<file path="src/rtl/pc_sequencer_pkg.sv">
// Shared definitions for the program-counter sequencer: FSM encoding,
// default geometry and a pointer-width helper for the return stack.
package pc_sequencer_pkg;

    typedef enum logic [1:0] {
        ST_IDLE = 2'd0,
        ST_RUN  = 2'd1,
        ST_HALT = 2'd2
    } seq_state_e;

    localparam int DEF_ADDR_W      = 5;
    localparam int DEF_STACK_DEPTH = 4;

    // A single-entry stack still needs a one-bit index.
    function automatic int stack_ptr_w(input int depth);
        if (depth > 1) begin
            return $clog2(depth);
        end else begin
            return 1;
        end
    endfunction

endpackage

</file>
<file path="src/rtl/pc_stack.sv">
// LIFO of return addresses. Entries are never cleared; only the level
// register decides what is visible, so stale contents can never be popped.
module pc_stack
    import pc_sequencer_pkg::*;
#(
    parameter int ADDR_W      = DEF_ADDR_W,
    parameter int STACK_DEPTH = DEF_STACK_DEPTH
) (
    input  logic                               clk,
    input  logic                               rst_n,
    input  logic                               clr,
    input  logic                               push,
    input  logic                               pop,
    input  logic [ADDR_W-1:0]                  push_data,
    output logic                               full,
    output logic                               empty,
    output logic [$clog2(STACK_DEPTH+1)-1:0]   level,
    output logic [ADDR_W-1:0]                  top
);

    localparam int LVL_W = $clog2(STACK_DEPTH + 1);
    localparam int PTR_W = stack_ptr_w(STACK_DEPTH);

    logic [ADDR_W-1:0] mem_r [STACK_DEPTH];
    logic [LVL_W-1:0]  level_r;
    logic [PTR_W-1:0]  wr_ptr_s;
    logic [PTR_W-1:0]  rd_ptr_s;

    assign full     = (level_r == LVL_W'(STACK_DEPTH));
    assign empty    = (level_r == {LVL_W{1'b0}});
    assign wr_ptr_s = PTR_W'(level_r);
    assign rd_ptr_s = PTR_W'(level_r - LVL_W'(1));
    assign level    = level_r;
    assign top      = mem_r[rd_ptr_s];

    // Occupancy counter; soft clear empties the stack logically.
    always_ff @(posedge clk or negedge rst_n) begin
        if (!rst_n) begin
            level_r <= {LVL_W{1'b0}};
        end else if (clr) begin
            level_r <= {LVL_W{1'b0}};
        end else if (push && !full) begin
            level_r <= level_r + LVL_W'(1);
        end else if (pop && !empty) begin
            level_r <= level_r - LVL_W'(1);
        end else begin
            level_r <= level_r;
        end
    end

    // Entry storage, written only on an accepted push.
    always_ff @(posedge clk) begin
        if (push && !full && !clr) begin
            mem_r[wr_ptr_s] <= push_data;
        end
    end

endmodule

</file>
<file path="src/rtl/pc_sequencer.sv">
// Program counter sequencer: IDLE/RUN/HALT control with jump, branch,
// call/return and a sticky stack error flag. One action per PCLK edge.
module pc_sequencer
    import pc_sequencer_pkg::*;
#(
    parameter int ADDR_W      = DEF_ADDR_W,
    parameter int STACK_DEPTH = DEF_STACK_DEPTH,
    parameter int LAST_ADDR   = 2**ADDR_W - 1
) (
    input  logic                               PCLK,
    input  logic                               PRESETn,
    input  logic                               load_done,
    input  logic                               stall,
    input  logic                               restart,
    input  logic                               jump_en,
    input  logic                               branch_en,
    input  logic                               cond_flag,
    input  logic                               call_en,
    input  logic                               ret_en,
    input  logic [ADDR_W-1:0]                  target_addr,
    output logic [ADDR_W-1:0]                  pc,
    output logic                               halted,
    output logic                               stack_err,
    output logic [$clog2(STACK_DEPTH+1)-1:0]   stack_level
);

    seq_state_e        state_r;
    seq_state_e        state_next_s;
    logic [ADDR_W-1:0] pc_r;
    logic [ADDR_W-1:0] pc_next_s;
    logic [ADDR_W-1:0] pc_inc_s;
    logic [ADDR_W-1:0] stk_top_s;
    logic              halted_r;
    logic              stack_err_r;
    logic              err_set_s;
    logic              push_s;
    logic              pop_s;
    logic              clr_s;
    logic              stk_full_s;
    logic              stk_empty_s;
    logic              at_last_s;
    logic              run_act_s;

    assign pc_inc_s  = pc_r + ADDR_W'(1);
    assign at_last_s = (pc_r == ADDR_W'(LAST_ADDR));
    // An instruction executes only in RUN, enabled, unstalled and not at the halt address.
    assign run_act_s = (state_r == ST_RUN) && load_done && !stall && !at_last_s;

    pc_stack #(
        .ADDR_W      (ADDR_W),
        .STACK_DEPTH (STACK_DEPTH)
    ) u_stack (
        .clk       (PCLK),
        .rst_n     (PRESETn),
        .clr       (clr_s),
        .push      (push_s),
        .pop       (pop_s),
        .push_data (pc_inc_s),
        .full      (stk_full_s),
        .empty     (stk_empty_s),
        .level     (stack_level),
        .top       (stk_top_s)
    );

    // FSM state register.
    always_ff @(posedge PCLK or negedge PRESETn) begin
        if (!PRESETn) begin
            state_r <= ST_IDLE;
        end else begin
            state_r <= state_next_s;
        end
    end

    // FSM next-state: restart dominates, HALT is absorbing, stall freezes.
    always_comb begin
        state_next_s = state_r;
        if (restart) begin
            state_next_s = ST_IDLE;
        end else begin
            case (state_r)
                ST_IDLE: begin
                    if (!stall && load_done) begin
                        state_next_s = ST_RUN;
                    end else begin
                        state_next_s = ST_IDLE;
                    end
                end
                ST_RUN: begin
                    if (!stall && load_done && at_last_s) begin
                        state_next_s = ST_HALT;
                    end else begin
                        state_next_s = ST_RUN;
                    end
                end
                ST_HALT: state_next_s = ST_HALT;
                default: state_next_s = ST_IDLE;
            endcase
        end
    end

    // FSM outputs: select the single action for this edge in priority order.
    always_comb begin
        pc_next_s = pc_r;
        push_s    = 1'b0;
        pop_s     = 1'b0;
        err_set_s = 1'b0;
        clr_s     = 1'b0;
        if (restart) begin
            clr_s     = 1'b1;
            pc_next_s = {ADDR_W{1'b0}};
        end else if (run_act_s) begin
            if (ret_en) begin
                if (!stk_empty_s) begin
                    pop_s     = 1'b1;
                    pc_next_s = stk_top_s;
                end else begin
                    err_set_s = 1'b1;
                    pc_next_s = pc_inc_s;
                end
            end else if (call_en) begin
                if (!stk_full_s) begin
                    push_s    = 1'b1;
                    pc_next_s = target_addr;
                end else begin
                    err_set_s = 1'b1;
                    pc_next_s = pc_inc_s;
                end
            end else if (jump_en || (branch_en && cond_flag)) begin
                pc_next_s = target_addr;
            end else begin
                pc_next_s = pc_inc_s;
            end
        end else begin
            pc_next_s = pc_r;
        end
    end

    // Registered datapath outputs.
    always_ff @(posedge PCLK or negedge PRESETn) begin
        if (!PRESETn) begin
            pc_r        <= {ADDR_W{1'b0}};
            stack_err_r <= 1'b0;
            halted_r    <= 1'b0;
        end else begin
            pc_r        <= pc_next_s;
            stack_err_r <= clr_s ? 1'b0 : (stack_err_r | err_set_s);
            halted_r    <= (state_next_s == ST_HALT);
        end
    end

    assign pc        = pc_r;
    assign halted    = halted_r;
    assign stack_err = stack_err_r;

endmodule

</file>
<file path="config.mk">
export PLATFORM = sky130hd
export DESIGN_NAME = pc_sequencer
export DESIGN_NICKNAME = d
export VERILOG_FILES = /design/src/rtl/pc_sequencer_pkg.sv /design/src/rtl/pc_stack.sv /design/src/rtl/pc_sequencer.sv
export SDC_FILE = /design/constraint.sdc
export NUM_CORES = 1
export LEC_CHECK = 0
export BUFFER_PORTS_ARGS = -buffer_cell sky130_fd_sc_hd__buf_2
export CAP_MARGIN = 20
export CORE_UTILIZATION = 56
export DETAILED_ROUTE_END_ITERATION = 8
export HOLD_SLACK_MARGIN = 0.06
export PLACE_DENSITY = 0.78
export SLEW_MARGIN = 20
export SYNTH_ARGS = -nofsm -noshare
export SYNTH_HDL_FRONTEND = slang
export SYNTH_HIERARCHICAL = 1
export SYNTH_SLANG_ARGS = --single-unit
</file>
<file path="constraint.sdc">
create_clock -name PCLK -period 3.2 [get_ports PCLK]
set_input_delay 0.48 -clock PCLK [delete_from_list [all_inputs] [get_ports PCLK]]
set_output_delay 0.48 -clock PCLK [all_outputs]
set_load 0.005 [all_outputs]
</file>
### Word level (Yosys, flattened, before mapping)

Memory sizes are Yosys's and may differ from the RTL's.
Index checks and enable logic that the tools add are counted.

* muxes and demuxes: 33
* reduce and logical (&&, ||, !) cells: 19
* add/sub/neg operators: 3
* equality and inequality tests: 5
* bitwise gates (word level): 1

Operators with widths (number)
* two-way mux 5 bit: 7
* two-way mux 1 bit: 20
* logical AND 1 bit: 9
* two-way mux 3 bit: 3
* one-hot mux 2 bit (3 select lines): 1
* adder 5 x 1 -> 5 bit, second input constant: 1
* equality test 5 bit, second input constant: 1
* zero test 1 bit: 5
* equality test 2 bit, second input constant: 2
* two-way mux 2 bit: 2
* adder 3 x 1 -> 3 bit, second input constant: 1
* equality test 3 bit, second input constant: 1
* zero test 3 bit: 1
* nonzero test 3 bit: 1
* subtractor 3 x 1 -> 3 bit, second input constant: 1
* equality test 2 x 1 -> 1 bit, second input constant: 1
* zero test 2 bit: 1
* nonzero test 2 bit: 1
* logical OR 1 bit: 1
* OR 1 bit: 1

* output and inout port bits: 10
* memory bits (writable): 20
* bits of input ports: 15
* bits in registers: 12
* memories: 1
* word-level logic and storage cells: 67

Memories
* u_stack.mem_r: words 4, width 5, read ports 1, clocked after memory_dff 0, wr ports 1, line pc_stack.sv:24 `logic [ADDR_W-1:0] mem_r [STACK_DEPTH];`

### Logic depth before layout (Yosys ltp)

* depth after elaboration: 10
* mapped depth: 11
* gate-level depth less buffers: 9

### Modules after synthesis

The synthesis kept the hierarchy.

Modules (own cells, without submodules)
* pc_stack: area an instance 1038.5 um^2, seq. area each 675.6 um^2, instances 1, cells an instance 61
* pc_sequencer: area an instance 688.2 um^2, seq. area each 225.2 um^2, instances 1, cells an instance 75

### Least setup slack after synthesis

Ideal clock, no wire load.

* path kind: reg2reg
* start: reg pc_r[0] (netlist: pc[0])
* end: reg u_stack.level_r[0] (netlist: u_stack/level[0])
* required time: 3.075 ns
* path slack: 0.521 ns
* data arrival time: 2.554 ns
* stages on the path, launching flop included: 11
* period minus slack after synthesis: 2.679 ns
* buffers on the path: 1
* setup time: 0.125 ns
* cell sequence: dfrtp_1 ha_1 and3_1 ha_1 or3_1 buf_6 nor4b_2 a21boi_2 a2bb2oi_2 nor2_2 mux2_4

* word-level cells in the longest chain between the ends: 8
* elaborated cells between the ends (all ways): 12
* classes of those cells: eq/ne (1); mux (6); reduce/logical (5)

Ends and longest elaborated chain
* from (decl): line pc_sequencer.sv:29 `logic [ADDR_W-1:0] pc_r;`
* from (signal assigned): line pc_sequencer.sv:141 `pc_r <= {ADDR_W{1'b0}};`
* from (signal assigned): line pc_sequencer.sv:145 `pc_r <= pc_next_s;`
* equality test 5 bit (*): line pc_sequencer.sv:45 `assign at_last_s = (pc_r == ADDR_W'(LAST_ADDR));`
* zero test 1 bit (*): line pc_sequencer.sv:47 `assign run_act_s = (state_r == ST_RUN) && load_done && !stall && !at_last_s;`
* logical AND 1 bit (*): line pc_sequencer.sv:47
* two-way mux 1 bit (*): line pc_sequencer.sv:111 `end else if (run_act_s) begin`
* two-way mux 1 bit (*): line pc_sequencer.sv:108 `if (restart) begin`
* via push_s: line pc_sequencer.sv:36 `logic push_s;`
* logical AND 1 bit (*): line pc_stack.sv:42 `end else if (push && !full) begin`
* two-way mux 3 bit: line pc_stack.sv:42
* two-way mux 3 bit: line pc_stack.sv:40 `end else if (clr) begin`
* to (signal assigned): line pc_stack.sv:39 `level_r <= {LVL_W{1'b0}};`
* to (signal assigned): line pc_stack.sv:41 `level_r <= {LVL_W{1'b0}};`
* to (signal assigned): line pc_stack.sv:43 `level_r <= level_r + LVL_W'(1);`
* to (decl): line pc_stack.sv:25 `logic [LVL_W-1:0] level_r;`

Mark *: on every way through the listed nets, which the timed path passes. The rest lies on a longest branch.
A chain may end at the register's enable or synchronous reset.

### Worst setup path after layout

* start: reg pc_r[0] (netlist: pc[0])
* end: mem u_stack/mem_r[3][2] in the netlist's numbering (enable)

* word-level cells in the longest chain between the ends: 9

Ends and longest elaborated chain
* equality test 5 bit: line pc_sequencer.sv:45
* zero test 1 bit: line pc_sequencer.sv:47
* logical AND 1 bit: line pc_sequencer.sv:47
* two-way mux 1 bit: line pc_sequencer.sv:111
* two-way mux 1 bit: line pc_sequencer.sv:108
* via push_s: line pc_sequencer.sv:36
* logical AND 1 bit (2 in series): line pc_stack.sv:53 `if (push && !full && !clr) begin`
* two-way mux 1 bit: line pc_stack.sv:53
* two-way mux 1 bit (not written as such): line pc_stack.sv:54 `mem_r[wr_ptr_s] <= push_data;`
* to (decl): line pc_stack.sv:24

The timed path passes the listed nets, and every way through them passes these cells.

==> reports/metrics.csv <==
stage,metric,value,unit
route,routed wire length,3.36,mm
route,DR vias/cell,5.99,
sta,Worst-Margin Slew,793,ps
placed_design,Routability Congestion,0.857,
sta,setup total negative slack,0,ps
final_layout,share of post-route cells with drive strength above 1,28.3,%
synthesis,ys flop type,edfxtp_1,
synthesis,area of the mapped netlist,1730,µm²
route,Top Metal Used,met4,
critical_path,CP cell instances,ha_1 -> and3_1 -> ha_1 -> or3_1 -> nor4b_2 -> inv_1 -> nor3_2 -> and2_1,
synthesis,YS warnings,6,
synthesis,Post-synth ARST share,37.5,%
floorplanning,die area,3310,µm²
critical_path,kind of critical path,reg -> reg,
critical_path,CP endpoint kind,flip-flop,
synthesis,Yosys top cell by area,edfxtp_1,
placed_design,DP Wirelength,2.58,mm
global_routing,number of global-route vias before repair,1164,
route,DR WL met2,1.64,mm
synthesis,Mapped Cells,136,
sta,Worst Skew,7.70,ps
floorplanning,die height,57.5,µm
status,status,"finished, violations left",
sta,Final Hold Vio Count,0,
sta,Tmin final,2860,ps
synthesis,sequential-to-total area share from yosys stat,52.2,%
sta,slew margin rel.,47.0,%
synthesis,dominant cells by area after synthesis,"edfxtp_1, dfrtp_1, mux4_2",
global_routing,first-pass GRT wire length,5.60,mm
synthesis,synthesized area per cell,12.7,µm²
synthesis,Post-synth EDFFs,20,
critical_path,Crit path max-delay family,simple AND/OR/NAND/NOR gates,
synthesis,post-synthesis register bit count,32,
global_routing,pin count of the biggest net entering global routing,14,
synthesis,Synth top area share,34.8,%
synthesis,most instantiated cells after synthesis,"edfxtp_1, dfrtp_1, inv_1, nor2_1, ha_1",
clocking,CTS sink cnt,32,
job,max-capacitance violation count,0,
sta,final slew viol count,0,
critical_path,CP max FO,6,
pwr,pwr dens,417,nW/µm²
route,Pre-Repair DR Iteration Count,6,
clocking,CTS tree,done,
pwr,Max VDD drop,260,µV
sta,Max Freq,350,MHz
placed_design,Port Buffers,24,
floorplanning,Core ar.,2830,µm²
route,WL per Instance,17.1,µm
clocking,root buf cell,clkbuf_4,
pwr,leak pwr,0.797,nW
synthesis,"Net Count, Synth",158,
critical_path,crit-path most repeated cell,ha_1,
critical_path,"Slowest-stage cell, CP",dfrtp_1,
sta,RSZ-0062 raised after global routing,no,
synthesis,most common cell in the netlist,edfxtp_1,
critical_path,crit-path max cell delay,470,ps
sta,"Setup violations, final",0,
route,remaining routing DRC violations,2,
sta,period utilization,89.4,%
clocking,htree depth,2,
route,via count of the routed design,1180,
synthesis,count of cell types in the netlist,43,
sta,setup ws final,339,ps
critical_path,worst path arrival time,2890,ps
global_routing,initial antenna violation count,0,
placed_design,Post-Place Setup Slack,384,ps
route,met3 WL,130,µm
route,remaining antenna violation count,0,
final_layout,fin nets,187,
clocking,worst-skew pair later-pin latency,340,ps
critical_path,"Buf+Inv Stages, Crit Path",1,
floorplanning,Die W,57.5,µm
global_routing,Total GRT Usage,23.6,%
global_routing,grt total ovfl,0,
critical_path,WP data required,3230,ps
clocking,clock transition at the registers of the reported paths,100,ps
floorplanning,# rows,19,
clocking,Inserted Clock Buffers,5,
status,violated checks,DRC,
route,Iteration-0 DRC Markers,50,
clocking,Clock Tree Buf Depth,2,
final_layout,n_diodes,0,
floorplanning,Initial Util,61.0,%
final_layout,filler cell count in the final layout,209,
route,Met1 Routed Length,1.53,mm
hold_path,Hold WC Path Type,in -> reg,
floorplanning,I/O pin cnt,25,
final_layout,Area Growth Syn to Fin,12.1,%
critical_path,startpoint types,flip-flop,
## worst paths after layout
check                      startpoint                  end  slack [ps]  depth (start not counted)
setup / recovery                pc[0]  u_stack/mem_r[3][2]         340                          8
hold reg to reg            state_r[1]           state_r[0]         470                          1
hold / removal                restart               halted         460                          2
setup reg to reg                pc[0]  u_stack/mem_r[3][2]         340                          8
max in group asynchronous     PRESETn     u_stack/level[1]        2410                          2
min in group asynchronous     PRESETn                pc[3]         550                          2
## power by group
group	total [mW]	internal [mW]	switching (mW)
clock	0.217	0.0834	0.133
combinational	0.139	0.0652	0.0741
sequential	0.451	0.444	0.00750
total	0.807	0.593	0.215
## area by class of cell
| type | count | area [µm²] | area share (%) |
|---|---|---|---|
| Multi-Input combinational cell | 90 | 764 | 39.5 |
| Inverter | 9 | 33.8 | 1.75 |
| Clock inverter | 2 | 11.3 | 0.582 |
| Clock buffer | 6 | 41.3 | 2.13 |
| Timing Repair Buffer | 27 | 145 | 7.50 |
| Sequential cell | 32 | 901 | 46.5 |
| Tap cell | 31 | 38.8 | 2.00 |
## kinds of logic (layout without fill, tap and decap cells)
| group | Yosys count | in the layout | share of synthesized area [%] |
|---|---|---|---|
| simple gates | 45 | 45 | 15.8 |
| fa+ha+maj | 7 | 7 | 5.07 |
| compound gates | 24 | 24 | 11.6 |
| mux | 11 | 11 | 10.3 |
| buf+inv | 14 | 44 | 3.55 |
| flops | 32 | 32 | 52.2 |
| xor+xnor | 3 | 3 | 1.52 |
## worst register-to-register path, stage by stage, from the launching register on
cell and delay [ps]:
dfrtp_1 470, ha_1 260, and3_1 190, ha_1 250, or3_1 390, nor4b_2 260, inv_1 120, nor3_2 310
and2_1 300
## repair_timing
action,in CTS,in global routing
resized for setup,0,0
hold buffers,1,0
setup buffers,0,0
endpoints found under the hold margin,12,0
## per-stage QoR
step / utilization, % / area, µm² / instances / hold WS [ps] / power [mW]
global route: 68.4 / 1940 / 197 / 468 / 0.841
global placement: 66.2 / 1870 / 188 / 374 / 0.597
finish: 68.4 / 1940 / 197 / 458 / 0.807
CTS: 68.4 / 1940 / 197 / 454 / 0.813
detailed placement: 66.2 / 1870 / 188 / 391 / 0.599
floorplan: - / 1730 / 136 / 184 / 0.557
## layout by cell type (no fill, tap or decap), drive strengths merged, types with 4 or more instances in the layout
cell    netlist  routed
mux2i         5       5
inv           9       9
nand3         6       6
nand2         5       5
buf           3      26
and2          6       6
ha            7       7
nor3          5       5
a21oi         6       6
mux4          5       5
edfxtp       20      20
nor2         10      10
dfrtp        12      12
nor2b         4       4
clkbuf        2       6
## flip-flops by register name, indices dropped and copies added, names as in the netlist
| signal | cells |
|---|---|
| halted | 1 |
| u_stack/level | 3 |
| state_r | 2 |
| pc | 5 |
| u_stack/mem_r | 20 |
| stack_err | 1 |
## routing by layer
| layer | vias up | track usage, % |
|---|---|---|
| met5 | - | 0 |
| met4 | 0 | 9.41 |
| met3 | 7 | 5.67 |
| met2 | 25 | 35.7 |
| met1 | 579 | 33.1 |
| li1 | 569 | - |
(Power assumes the default switching activity.)
